<file path="src/rtl/saph_pixresp_fb.sv">
// saph_pixresp_fb: answers {trigger,x,y} pixel requests with ARGB8888 pixels
// fetched from an RGB565 framebuffer, with a single-word hit cache.
// Ports: clk, rst (sync, active-high); request d_trig/d_x/d_y/d_ready;
// response q_valid/q_res; config fb_base/fb_stride/fb_width/fb_height,
// border_col, inval; memory mem_req/mem_addr/mem_ack/mem_rdata.
// Optional macro SAPH_PIXRESP_TESTPAT_EN: out-of-range pixels return a
// checkerboard instead of border_col.
module saph_pixresp_fb #(
    parameter int unsigned XW = 11,
    parameter int unsigned YW = 10,
    parameter int unsigned AW = 24
) (
    input  logic          clk,
    input  logic          rst,
    input  logic          d_trig,
    input  logic [XW-1:0] d_x,
    input  logic [YW-1:0] d_y,
    output logic          d_ready,
    output logic          q_valid,
    output logic [31:0]   q_res,
    input  logic [AW-1:0] fb_base,
    input  logic [AW-1:0] fb_stride,
    input  logic [XW-1:0] fb_width,
    input  logic [YW-1:0] fb_height,
    input  logic [31:0]   border_col,
    input  logic          inval,
    output logic          mem_req,
    output logic [AW-1:0] mem_addr,
    input  logic          mem_ack,
    input  logic [31:0]   mem_rdata
);

    localparam logic [1:0] S_IDLE  = 2'd0;
    localparam logic [1:0] S_FETCH = 2'd1;
    localparam logic [1:0] S_RESP  = 2'd2;

    logic [1:0]    state_q, state_d;
    logic          x0_q, x0_d;
    logic          oor_q, oor_d;
    logic [31:0]   word_q, word_d;
    logic          q_valid_q, q_valid_d;
    logic [31:0]   q_res_q, q_res_d;
    logic          mem_req_q, mem_req_d;
    logic [AW-1:0] mem_addr_q, mem_addr_d;
    logic [31:0]   c_data_q, c_data_d;
    logic [AW-1:0] c_addr_q, c_addr_d;
    logic          c_vld_q, c_vld_d;
    logic          inv_seen_q, inv_seen_d;

    logic [AW-1:0] row_off;
    logic [AW-1:0] addr_w;
    logic          oor_w;
    logic          hit_w;
    logic [31:0]   oor_word;
    logic [15:0]   pix;
    logic [31:0]   argb;

    // Word address wraps modulo 2^AW.
    assign row_off = AW'(d_y) * fb_stride;
    assign addr_w  = fb_base + row_off + AW'(d_x >> 1);
    assign oor_w   = (d_x >= fb_width) || (d_y >= fb_height);
    // A concurrent invalidate forces a miss.
    assign hit_w   = c_vld_q && !inval && (c_addr_q == addr_w);

`ifdef SAPH_PIXRESP_TESTPAT_EN
    logic unused_border;
    assign unused_border = ^border_col;
    assign oor_word = (d_x[3] ^ d_y[3]) ? 32'hffffffff : 32'hff000000;
`else
    assign oor_word = border_col;
`endif

    // RGB565 to ARGB8888 by replicating the channel MSBs into the LSBs.
    assign pix  = x0_q ? word_q[31:16] : word_q[15:0];
    assign argb = {8'hff,
                   pix[15:11], pix[15:13],
                   pix[10:5],  pix[10:9],
                   pix[4:0],   pix[4:2]};

    always_comb begin
        state_d    = state_q;
        x0_d       = x0_q;
        oor_d      = oor_q;
        word_d     = word_q;
        q_valid_d  = 1'b0;
        q_res_d    = q_res_q;
        mem_req_d  = mem_req_q;
        mem_addr_d = mem_addr_q;
        c_data_d   = c_data_q;
        c_addr_d   = c_addr_q;
        c_vld_d    = c_vld_q & ~inval;
        inv_seen_d = inv_seen_q;
        case (state_q)
            S_IDLE: begin
                if (d_trig) begin
                    x0_d = d_x[0];
                    if (oor_w) begin
                        oor_d   = 1'b1;
                        word_d  = oor_word;
                        state_d = S_RESP;
                    end else if (hit_w) begin
                        oor_d   = 1'b0;
                        word_d  = c_data_q;
                        state_d = S_RESP;
                    end else begin
                        oor_d      = 1'b0;
                        mem_req_d  = 1'b1;
                        mem_addr_d = addr_w;
                        inv_seen_d = 1'b0;
                        state_d    = S_FETCH;
                    end
                end
            end
            S_FETCH: begin
                if (inval) inv_seen_d = 1'b1;
                if (mem_ack) begin
                    word_d    = mem_rdata;
                    c_data_d  = mem_rdata;
                    c_addr_d  = mem_addr_q;
                    // Data invalidated while in flight is returned, not kept.
                    c_vld_d   = !(inval || inv_seen_q);
                    mem_req_d = 1'b0;
                    state_d   = S_RESP;
                end
            end
            S_RESP: begin
                q_valid_d = 1'b1;
                q_res_d   = oor_q ? word_q : argb;
                state_d   = S_IDLE;
            end
            default: state_d = S_IDLE;
        endcase
    end

    always_ff @(posedge clk) begin
        if (rst) begin
            state_q    <= S_IDLE;
            x0_q       <= 1'b0;
            oor_q      <= 1'b0;
            word_q     <= '0;
            q_valid_q  <= 1'b0;
            q_res_q    <= '0;
            mem_req_q  <= 1'b0;
            mem_addr_q <= '0;
            c_data_q   <= '0;
            c_addr_q   <= '0;
            c_vld_q    <= 1'b0;
            inv_seen_q <= 1'b0;
        end else begin
            state_q    <= state_d;
            x0_q       <= x0_d;
            oor_q      <= oor_d;
            word_q     <= word_d;
            q_valid_q  <= q_valid_d;
            q_res_q    <= q_res_d;
            mem_req_q  <= mem_req_d;
            mem_addr_q <= mem_addr_d;
            c_data_q   <= c_data_d;
            c_addr_q   <= c_addr_d;
            c_vld_q    <= c_vld_d;
            inv_seen_q <= inv_seen_d;
        end
    end

    assign d_ready  = (state_q == S_IDLE);
    assign q_valid  = q_valid_q;
    assign q_res    = q_res_q;
    assign mem_req  = mem_req_q;
    assign mem_addr = mem_addr_q;

endmodule

</file>
<file path="config.mk">
export PLATFORM = sky130hd
export DESIGN_NAME = saph_pixresp_fb
export DESIGN_NICKNAME = d
export VERILOG_FILES = /design/src/rtl/saph_pixresp_fb.sv
export SDC_FILE = /design/constraint.sdc
export NUM_CORES = 1
export LEC_CHECK = 0
export CAP_MARGIN = 20
export CORE_MARGIN = 2
export CORE_UTILIZATION = 51
export DETAILED_ROUTE_END_ITERATION = 6
export PLACE_DENSITY = 0.85
export SKIP_LAST_GASP = 1
export SYNTH_ARGS = -nofsm -noshare
export SYNTH_HDL_FRONTEND = slang
export SYNTH_SLANG_ARGS = --single-unit
</file>
<file path="constraint.sdc">
create_clock -name clk -period 6.9 [get_ports clk]
set_clock_uncertainty 0.1 [all_clocks]
set_input_delay 1.035 -clock clk [delete_from_list [all_inputs] [get_ports clk]]
set_output_delay 1.035 -clock clk [all_outputs]
set_load 0.005 [all_outputs]
</file>
==> metrics.txt <==
synth top area cells fa_1 23%, dfxtp_1 21%, nand2_1 7.7%; YS warnings 0; # IOs 218; RSZ-0062 raised after global routing true; synth-to-layout area growth 35.1%; peak supply drop 0.000599 V; share of cells above drive strength 1 18.0%; sequential area share after synthesis 21.5%; Arrival @ worst endpoint 7090 ps; commonest non-fill, non-tap cell in the layout nand2_1; worst reg-to-reg path cell count 15; Remaining DRCs 0; drt wl/cell ~18 µm; Placer Congestion 0.941; Num CTS Buffers 17; Register Area 3040 µm²; CTS max path bufs 2; async set-reset flop share out of synthesis 0%; setup slack, reg-to-reg 3590 ps; CTS sink cnt 152; Clk pin slew, worst setup/hold paths roughly 60 ps; Die Area 29100 µm²; area of the multi-input gates roughly 10000 µm²; CP max FO 10; max-slew violations 0; Worst Max-Slew Pin Slew 1090 ps; routed vias around 13000; CP Class in2reg; die height 171 µm; final setup vio count 0; Fill cells 1876; Largest stage delay, worst path around 590 ps; Yosys top cell by area fa_1; die width around 170 µm; PortBufs 217; worst setup path end word_q[6]$_SDFFE_PP0P_; Detailed Route Iter0 Violations 1052; max_cap viols 0; syn_nets 2065; DP HPWL 30700 µm; most frequent cells in the layout 283 x nand2_1, 187 x inv_1, 185 x clkdlybuf4s50_1, 159 x buf_4; status complete, no violations; initial antenna violation count 0; Vias/cell 5.49; Top FF cell, synth dfxtp_1; Starting Density 51.4%; CP endpoint kind flip-flop; slowest CP cell fa_2; row cnt 61; area share of the largest cell type after synthesis 23.5%; hold depth 2; EDFF count, synth 0; pwr dens 606 nW/µm²; Cell Area, Synth 14200 µm²; Detail Route Antenna Nets 0; count of different cell masters after synthesis between 60 and 70; CTS Root Buffer Type clkbuf_16; Seq cells post-synth 152; setup ws final 20.5 ps; Leak 8.66 nW; average size of a mapped cell 8.50 µm²; Tcrit/Tclk final between 90 and 100%; CTS tree built; vias in the first global route 13345; final wirelength 43100 µm; R2R Path Start c_addr_q[1]$_SDFFE_PP0P_; Place WS -915 ps; Max Clk Rate 145 MHz; H-tree levels 4; Final Hold Viols 0; Core Region approximately 28000 µm²; global-route wire length before repair 65500 µm; Crit. Startpoint d_y[2]; cell count after synthesis ~1700; crit path launch type input port; First-pass DRT Iterations 6; total power 0.0116 W; reg2reg end word_q[6]$_SDFFE_PP0P_; GRT Total Usage 28.5%; Max-slew headroom about 27%; Remaining Overflow, GRT 0; largest net degree at the start of global routing 115; Layout Nets 2385; Worst Hold Class reg2reg; Worst EP required 7110 ps; crit path time final 6880 ps; Clock Latency Late Sink 430 ps
[metrics by stage]
stage	utilization, %	instance area (µm²)	TNS (ps)	std cells	hold slack [ps]
after floorplan	-	14200	0	1667	336
after global placement	63.8	17600	-49370	2301	341
after detailed placement	64.0	17600	-49870	2303	346
after CTS	67.8	18700	-1.09	2357	355
after global routing	69.4	19100	-6090	2377	368
final	69.5	19100	0	2378	352
[critical path: cells and delay by family]
| kind | cells | cell delay [ps] |
|---|---|---|
| simple gates | 5 | 720 |
| compound gates | 6 | 1320 |
| mux | 1 | 150 |
| buf+inv | 8 | 1060 |
| fa+ha+maj | 6 | 2790 |
[registers in the layout, indices dropped and copies added, names as in the netlist]
signal / count
c_data_q: 32
q_res: 32
word_q: 32
c_addr_q: 24
mem_addr: 24
state_q: 2
c_vld_q: 1
inv_seen_q: 1
mem_req: 1
oor_q: 1
q_valid: 1
x0_q: 1
[cells by family after synthesis]
family	Yosys count	share of synthesized area, %
flops	152	21.5
fa+ha+maj	239	29.9
simple gates	593	19.1
mux	102	7.21
compound gates	219	10.3
xor+xnor	57	3.72
buf+inv	305	8.28
[worst min path at each step]
stage                     slack [ps]                       from                   endpoint
final                            350   c_data_q[7]$_SDFFE_PP0P_   c_data_q[7]$_SDFFE_PP0P_
after global routing             370  c_data_q[24]$_SDFFE_PP0P_  c_data_q[24]$_SDFFE_PP0P_
after CTS                        350       mem_req$_SDFFE_PP0P_       mem_req$_SDFFE_PP0P_
after detailed placement         350       mem_req$_SDFFE_PP0P_       mem_req$_SDFFE_PP0P_
after global placement           340   c_data_q[0]$_SDFFE_PP0P_   c_data_q[0]$_SDFFE_PP0P_
after floorplan                  340   c_data_q[0]$_SDFFE_PP0P_   c_data_q[0]$_SDFFE_PP0P_
[per-layer routing]
layer / routed length, µm / vias up / share of wire (%) / GRT usage, %
met5: 0 / - / 0 / 0
met4: 1720 / 0 / 4.0 / 11.4
met3: 2770 / 145 / 6.4 / 4.46
met2: 21600 / 583 / 50 / 49.7
met1: 17000 / 6376 / 39 / 35.2
li1: - / 5947 / - / -
[cells in the mapped netlist (4+ instances only)]
cell type,n
xnor2_1,33
ha_1,73
a211o_1,34
nand4_1,5
o21ai_0,20
fa_1,166
o21a_1,4
a211oi_1,21
nand2_1,292
nor2b_1,11
inv_1,201
or2_2,6
xor2_1,22
nand2b_1,40
and2_1,78
nor2_1,116
clkbuf_1,93
mux2i_1,101
nor3_1,14
nand3_1,6
a21o_1,12
a21oi_1,94
nor3b_1,11
dfxtp_1,152
[timing repair]
action	4_1_cts	5_1_grt
endpoints found under the setup margin	60	60
buffers inserted	19	20
hold endpoints to repair	0	0
pin swaps	54	73
cloned	4	1
resized for setup	135	124
hold buffers	0	0
[report_power, final]
group | leakage (nW) | switching [W] | internal, W
clock network | 0.279 | 0.000380 | 0.000577
logic | 7.14 | 0.00489 | 0.00472
registers | 1.23 | 0.0000759 | 0.000955
total | 8.66 | 0.00535 | 0.00625
[layout make-up]
class                   instances  area share (%)
multi-input cells            1210            54.6
repair buffers                404            20.0
flip-flops and latches        152            15.9
inverters                     202            3.96
well taps                     378            2.47
clock buffers                  20            2.33
clock inverters                11           0.772
diodes                          1          0.0131
Power figures use the tool's default switching activity.
